File: src/rtl/lsu_pkg.sv
// Shared definitions for the load/store unit: RV32I funct3 codes, FSM state
// encoding and the byte-lane select rule used by the lane aligner.
package lsu_pkg;

  localparam logic [2:0] F3_B  = 3'b000;
  localparam logic [2:0] F3_H  = 3'b001;
  localparam logic [2:0] F3_W  = 3'b010;
  localparam logic [2:0] F3_BU = 3'b100;
  localparam logic [2:0] F3_HU = 3'b101;

  typedef enum logic [1:0] {
    ST_IDLE,
    ST_ACCESS,
    ST_WAIT,
    ST_RESP
  } state_e;

  // Loads always read the whole word; stores enable only the lanes they touch.
  function automatic logic [3:0] lane_sel(input logic we, input logic [2:0] funct3,
                                          input logic [1:0] off);
    logic [3:0] sel;
    sel = 4'b1111;
    if (we) begin
      case (funct3[1:0])
        2'b00:   sel = 4'b0001 << off;
        2'b01:   sel = off[1] ? 4'b1100 : 4'b0011;
        default: sel = 4'b1111;
      endcase
    end
    return sel;
  endfunction

  function automatic logic f3_legal(input logic we, input logic [2:0] funct3);
    if (we) return funct3 <= F3_W;
    return (funct3 == F3_B) || (funct3 == F3_H) || (funct3 == F3_W) ||
           (funct3 == F3_BU) || (funct3 == F3_HU);
  endfunction

endpackage

File: src/rtl/lsu_lane_align.sv
// Combinational datapath: store lane enables and replicated store data, plus
// load extraction (shift by byte offset) with sign or zero extension.
module lsu_lane_align
  import lsu_pkg::*;
(
  input  logic        we,
  input  logic [2:0]  funct3,
  input  logic [1:0]  off,
  input  logic [31:0] wdata,
  input  logic [31:0] rword,
  output logic [3:0]  sel,
  output logic [31:0] wlanes,
  output logic [31:0] rdata
);

  logic [31:0] shifted;

  // NOTE: every output of a combinational block gets a default first so no
  // path leaves it unassigned, which would otherwise infer a latch.
  always_comb begin
    sel     = lane_sel(we, funct3, off);
    wlanes  = '0;
    shifted = rword >> {off, 3'b000};
    rdata   = rword;
    if (we) begin
      case (funct3[1:0])
        2'b00:   wlanes = {4{wdata[7:0]}};
        2'b01:   wlanes = {2{wdata[15:0]}};
        default: wlanes = wdata;
      endcase
    end
    case (funct3)
      F3_B:    rdata = {{24{shifted[7]}}, shifted[7:0]};
      F3_H:    rdata = {{16{shifted[15]}}, shifted[15:0]};
      F3_BU:   rdata = {24'h0, shifted[7:0]};
      F3_HU:   rdata = {16'h0, shifted[15:0]};
      default: rdata = rword;
    endcase
  end

endmodule

File: src/rtl/load_store_unit.sv
// Data-memory initiator: one load/store at a time, IDLE->ACCESS->WAIT->RESP.
// Optional build macro MISALIGN_TRAP_EN traps misaligned H/W accesses instead of aligning them.
module load_store_unit
  import lsu_pkg::*;
#(
  parameter int MEM_WORDS = 1024,
  parameter int READ_LAT  = 1
) (
  input  logic        clk,
  input  logic        reset,
  input  logic        req_valid,
  output logic        req_ready,
  input  logic        req_we,
  input  logic [2:0]  req_funct3,
  input  logic [31:0] req_addr,
  input  logic [31:0] req_wdata,
  output logic        resp_valid,
  output logic [31:0] resp_rdata,
  output logic        resp_err,
  output logic [31:0] mem_addy,
  output logic [31:0] mem_datain,
  output logic        mem_wen,
  output logic        mem_ren,
  output logic [3:0]  mem_byte_selector,
  input  logic [31:0] mem_dataout
);

  localparam logic [2:0] LAT = 3'(READ_LAT);

  if (READ_LAT < 1 || READ_LAT > 4 || MEM_WORDS < 1) begin : g_param_check
    $error("load_store_unit: READ_LAT must be 1..4 and MEM_WORDS positive");
  end

  state_e      state_q, state_d;
  logic        we_q, we_d, err_q, err_d;
  logic [2:0]  f3_q, f3_d, cnt_q, cnt_d;
  logic [31:0] addr_q, addr_d, wdata_q, wdata_d, rdata_q, rdata_d;

  logic        req_err, strobe;
  logic [31:0] req_addr_eff, load_data, wlanes;
  logic [3:0]  sel;

  // Misaligned halfword/word requests are either trapped or forced aligned.
  always_comb begin
    req_addr_eff = req_addr;
    if (req_funct3[1:0] == 2'b01)      req_addr_eff[0]   = 1'b0;
    else if (req_funct3[1:0] == 2'b10) req_addr_eff[1:0] = 2'b00;
`ifdef MISALIGN_TRAP_EN
    req_err = !f3_legal(req_we, req_funct3) ||
              (req_funct3[1:0] == 2'b01 && req_addr[0]) ||
              (req_funct3[1:0] == 2'b10 && req_addr[1:0] != 2'b00);
`else
    req_err = !f3_legal(req_we, req_funct3);
`endif
  end

  always_comb begin
    state_d = state_q;
    we_d    = we_q;
    err_d   = err_q;
    f3_d    = f3_q;
    cnt_d   = cnt_q;
    addr_d  = addr_q;
    wdata_d = wdata_q;
    rdata_d = rdata_q;
    case (state_q)
      ST_IDLE: if (req_valid) begin
        we_d    = req_we;
        err_d   = req_err;
        f3_d    = req_funct3;
        addr_d  = req_addr_eff;
        wdata_d = req_wdata;
        rdata_d = '0;
        cnt_d   = 3'd1;
        state_d = req_err ? ST_RESP : ST_ACCESS;
      end
      ST_ACCESS, ST_WAIT: begin
        if (we_q) begin
          state_d = ST_RESP;
        end else if (cnt_q == LAT) begin
          state_d = ST_RESP;
          rdata_d = load_data;
        end else begin
          state_d = ST_WAIT;
          cnt_d   = cnt_q + 3'd1;
        end
      end
      default: state_d = ST_IDLE;
    endcase
  end

  // NOTE: sequential state uses non-blocking assignments so every flop
  // samples its pre-edge value regardless of statement order.
  always_ff @(posedge clk or posedge reset) begin
    if (reset) begin
      state_q <= ST_IDLE;
      we_q    <= 1'b0;
      err_q   <= 1'b0;
      f3_q    <= '0;
      cnt_q   <= '0;
      addr_q  <= '0;
      wdata_q <= '0;
      rdata_q <= '0;
    end else begin
      state_q <= state_d;
      we_q    <= we_d;
      err_q   <= err_d;
      f3_q    <= f3_d;
      cnt_q   <= cnt_d;
      addr_q  <= addr_d;
      wdata_q <= wdata_d;
      rdata_q <= rdata_d;
    end
  end

  lsu_lane_align u_align (
    .we     (we_q),
    .funct3 (f3_q),
    .off    (addr_q[1:0]),
    .wdata  (wdata_q),
    .rword  (mem_dataout),
    .sel    (sel),
    .wlanes (wlanes),
    .rdata  (load_data)
  );

  // Address, lanes and data are only driven while a strobe is active.
  assign strobe            = (state_q == ST_ACCESS) || (state_q == ST_WAIT);
  assign mem_wen           = strobe && we_q;
  assign mem_ren           = strobe && !we_q;
  assign mem_addy          = strobe ? {2'b00, addr_q[31:2]} : '0;
  assign mem_byte_selector = strobe ? sel : '0;
  assign mem_datain        = strobe ? wlanes : '0;
  assign req_ready         = (state_q == ST_IDLE);
  assign resp_valid        = (state_q == ST_RESP);
  assign resp_err          = resp_valid && err_q;
  assign resp_rdata        = resp_valid ? rdata_q : '0;

endmodule
File: config.mk
export PLATFORM = sky130hd
export DESIGN_NAME = load_store_unit
export DESIGN_NICKNAME = d
export VERILOG_FILES = /design/src/rtl/lsu_pkg.sv /design/src/rtl/lsu_lane_align.sv /design/src/rtl/load_store_unit.sv
export SDC_FILE = /design/constraint.sdc
export NUM_CORES = 1
export LEC_CHECK = 0
export ABC_AREA = 0
export CORE_MARGIN = 10
export CORE_UTILIZATION = 40
export DETAILED_ROUTE_END_ITERATION = 8
export DONT_BUFFER_PORTS = 1
export PLACE_DENSITY_LB_ADDON = 0.15
export SLEW_MARGIN = 15
export SYNTH_ARGS = -nofsm -noshare
export SYNTH_HDL_FRONTEND = slang
export SYNTH_SLANG_ARGS = --single-unit
File: constraint.sdc
create_clock -name clk -period 4.7 [get_ports clk]
set_input_delay 0.705 -clock clk [delete_from_list [all_inputs] [get_ports clk]]
set_output_delay 0.705 -clock clk [all_outputs]
set_load 0.005 [all_outputs]
# Word-level counts from Yosys, hierarchy flattened
# Cells that the tools add are included.
# word_totals
ff_bits	106
in_bits	103
out_inout_bits	105
elab_cells	78
# classes
add_sub_neg	1
order_cmp	1
n_eq_ne	18
shift	2
n_mux	29
n_reduce_logical	19
# ops
cell	n
two-way mux 32 bit	6
one-hot mux 32 bit (2 select lines)	2
one-hot mux 32 bit (4 select lines)	1
right shift 32 x 5 -> 16 bit	1
two-way mux 30 bit	1
equality test 3 bit (second input constant)	4
two-way mux 4 bit	3
equality test 3 x 1 -> 1 bit (second input constant)	3
two-way mux 3 bit	3
inequality test 2 bit (second input constant)	4
one-hot mux 4 bit (2 select lines)	1
AND reduction 4 bit	2
two-way mux 1 bit	7
equality test 2 x 1 -> 1 bit (second input constant)	3
equality test 2 bit (second input constant)	3
zero test 3 bit	2
two-way mux 2 bit	3
one-hot mux 3 bit (2 select lines)	1
logical OR 1 bit	5
zero test 2 bit	2
one-hot mux 2 bit (2 select lines)	1
left shift 1 x 2 -> 4 bit (first input constant)	1
adder 3 x 1 -> 3 bit (second input constant)	1
equality test 3 x 2 -> 1 bit (second input constant)	1
6 further kinds	9

# Longest topological paths before layout
# logic_depth
ltp_word	9
mapped_depth	8
depth_no_buf	6

# Modules after synthesis
# Synthesis repeated with hierarchy kept, for this count alone.
# unflattened
hier_cells	598
area_unflattened_um2	6197.2
# modules_own_cells
mod	n_inst	cells_each	area_per_inst_um2	seq_area_each_um2
load_store_unit	1	380	4795.8	2652.5
lsu_lane_align	1	218	1401.3	0.0

# Worst setup path after synthesis
# Ideal clock, no wire load.
# synth_path
path_kind	register to output
from	register state_q[0]
to	output port mem_addy[29]
arrival_time_ns	1.336
required_ns	3.995
setup_slack_ns	2.659
stages_incl_launch_ff	6
path_buffers	2
cell_sequence	dfrtp_1 > inv_1 > ha_1 > clkbuf_1 > clkbuf_1 > and2_1
# synth_between
elab_chain_cells	3
word_cells_on_any_way	4
classes_between	2 x eq/ne; 1 x mux; 1 x reduce/logical
# synth_rtl
element	line	source
start, declared	load_store_unit.sv:34	state_e state_q, state_d;
start signal, assigned	load_store_unit.sv:105	state_q <= state_d;
equality test 2 x 1 -> 1 bit or equality test 2 bit (tied branches)	load_store_unit.sv:128	assign strobe = (state_q == ST_ACCESS) || (state_q == ST_WAIT);
logical OR 1 bit (*)	load_store_unit.sv:128	
two-way mux 30 bit (*)	load_store_unit.sv:131	assign mem_addy = strobe ? {2'b00, addr_q[31:2]} : '0;
end, declared	load_store_unit.sv:20	output logic [31:0] mem_addy,
# Mark *: on every way between the ends. The rest lies on a longest branch, timed or not.

# Worst setup path after layout
# layout_path
from	register state_q[0]
to	output port mem_datain[15]
# layout_between
elab_chain_cells	3
word_cells_on_any_way	4
classes_between	2 x eq/ne; 1 x mux; 1 x reduce/logical
# layout_rtl
element	line	source
equality test 2 x 1 -> 1 bit or equality test 2 bit (tied branches)	load_store_unit.sv:128	
logical OR 1 bit (*)	load_store_unit.sv:128	
two-way mux 32 bit (*)	load_store_unit.sv:133	assign mem_datain = strobe ? wlanes : '0;
end, declared	load_store_unit.sv:21	output logic [31:0] mem_datain,
# Marked as above.

==> impl_metrics.yaml <==
synth:
  ys_types: 44
  async_flop_share: 1.00
  synth_area_leader_cell: "dfrtp_1"
  ys_seq_elements: 106
  synth_warnings: 0
  ys_seq_area_frac: 0.470
  netlist.area_leader.share: 0.470
  synth_common_cells: "dfrtp_1 (106), mux2_2 (73), and2_1 (64), nand2_1 (60), nor2_1 (33)"
  synth_edf_count: 0
  synth_ff_type: "dfrtp_1"
  synth.avg_cell_area_sq_um: 10.4
  mappedNetlistArea_sq_um: 5650
  synth_cells: 544
  yosys-top-cells-area: "dfrtp_1 (47%), mux2_2 (15%), and2_1 (7.1%)"
  yosysMostFrequentCell: "dfrtp_1"
critical_path:
  crit_path_end_kind: "output port"
  rrSetupSlack_ps: 2040
  cp_cell_sequence: "inv_1 > ha_1 > buf_4 > nand2_1 > a21oi_1"
  r2r-end: "rdata_q[16]"
  path_class: "register to output port"
  cp.arrival_ps: 2430
  crit_path_start_kind: "register"
  max_stage_delay_ps: 540
  cpLargestDelayFamily: "simple AND/OR/NAND/NOR gates"
  r2r_start: "we_q"
  critPathMaxFanout: 39
  crit_buf_inv: 2
  crit_slowest_cell: "nand2_1"
  worstRegToRegCells: 4
  cp.depth: 5
  crit_required_ps: 3990
sta:
  rsz0062_at_grt: "no"
  tightest_slew_ps: 1040
  slew_headroom: 0.306
  timing.fmax_mhz: 319
  whs_ps: 423
  setup_viol: 0
  post-route-period-util: 0.666
  setup_slack_ps: 1570
  post-route-min-period_ps: 3130
  tns_ps: 0
  drv_slew: 0
  finClkSkew_ps: 7.30
  final_hold_viol_count: 0
clocking:
  h-tree-depth: 3
  numCtsBuffers: 9
  post_cts_buffers: 0
  cts_resized: 0
  cts_root_buf: "clkbuf_16"
  worst_setup_hold_path_clk_slew_ps: 70
  ctsHoldBuffers: 0
  cts.path.max_buffers: 2
  cts_tree: "yes"
  clock-sinks: 106
  insertion_delay_ps: 350
floorplanning:
  dieWidth_um: 139
  design.die.area_sq_um: 19300
  ios: 208
  dieHeight_um: 139
  rows: 43
  initial_core_util: 0.407
  coreArea_sq_um: 13900
placement:
  dp.final_hpwl_mm: 12.3
  gp_congestion: 0.808
  dp_slack_ps: 1880
  io_buffers: 0
  post-place-cells: 688
min_path:
  min_path_type: "input pin to asynchronous set/reset pin"
detailed_routing:
  drt-total-wl_mm: 16.5
  firstDrtPassIters: 4
  drc: 0
  post_drt_wl_per_cell_um: 23.4
  vias: 4080
  drt.antenna.violating_nets: 0
  viasPerCell: 5.78
  first_iter_violations: 253
power:
  vdd_drop_max_uv: 375
  total_power_uw: 4530
  leakage_uw: 0.00268
  p_per_area_nw_per_um2: 747
layout:
  syn2layout_area_growth_pct: 7.20
  fin_nets: 626
  drive_above_1_share: 0.197
  instances_no_fill: 706
grt:
  grt_pass1_vias: 4253
  grt_pass1_wl_mm: 25.4
  track_usage: 0.165
  grt.overflow.total: 0
  grt_max_degree: 75
  grt_antenna_before_repair: 2
outcome:
  status: "complete, no violations"
job:
  cap_violations: 0
[cells in the final DEF, fill, tap and decap left out, types with 9 or more instances in the layout]
| cell type | Yosys | final |
|---|---|---|
| a32oi_1 | 16 | 16 |
| nand2_1 | 60 | 59 |
| and2_1 | 64 | 64 |
| clkbuf_16 | 0 | 9 |
| a21oi_1 | 23 | 23 |
| inv_1 | 10 | 9 |
| mux2_2 | 73 | 73 |
| nor2_1 | 33 | 33 |
| mux2i_1 | 19 | 19 |
| dfrtp_1 | 106 | 105 |
[cell type report]
type                    instances  area [sq um]
well taps                     180           225
clock buffers                  10           229
flip-flops and latches        106          2650
diodes                          2          5.00
multi-input cells             386          2780
inverters                      10          40.0
fillers                      1311          7830
clock inverters                 6          78.8
repair buffers                  6          45.0
[logic make-up (layout without fill, tap and decap cells)]
| family | after synthesis | after routing | share of synthesized area |
|---|---|---|---|
| compound gates | 93 | 93 | 0.125 |
| other cells | 1 | 4 | 0.000664 |
| fa+ha+maj | 4 | 4 | 0.00886 |
| simple gates | 194 | 194 | 0.173 |
| mux | 93 | 93 | 0.183 |
| flops | 106 | 106 | 0.470 |
| buf+inv | 53 | 32 | 0.0397 |
[where the power goes]
| group | internal, uW | switching, uW |
|---|---|---|
| registers | 1310 | 370 |
| clock network | 427 | 359 |
| logic | 876 | 1190 |
[through the flow]
stage               area [sq um]  utilization
floorplan                   5650            -
global placement            5740        0.414
detailed placement          5740        0.414
CTS                         6050        0.436
global route                6050        0.436
finish                      6050        0.436
[metal layers]
metal  vias up  share of wire  track usage
met2       156           0.49        0.271
met3        16           0.10       0.0846
met5         -              0            0
li1       1859              -            -
met1      2049           0.40        0.189
met4         0          0.012       0.0335
[state kept, by name, summed over array words and instances (netlist names)]
| register | cells |
|---|---|
| addr_q | 32 |
| err_q | 1 |
| cnt_q | 3 |
| wdata_q | 32 |
| rdata_q | 32 |
| f3_q | 3 |
| state_q | 2 |
| we_q | 1 |
[worst max-delay path by stage]
stage | slack, ps | start | to
2_1_floorplan | 1210 | reset | addr_q[0]
3_3_place_gp | 2010 | state_q[0] | mem_datain[11]
3_5_place_dp | 1880 | state_q[0] | mem_datain[15]
4_1_cts | 1490 | state_q[0] | mem_datain[15]
5_1_grt | 1350 | state_q[1] | mem_datain[15]
6_report | 1570 | state_q[0] | mem_datain[15]
No activity file was read; power rests on OpenSTA's default activity.
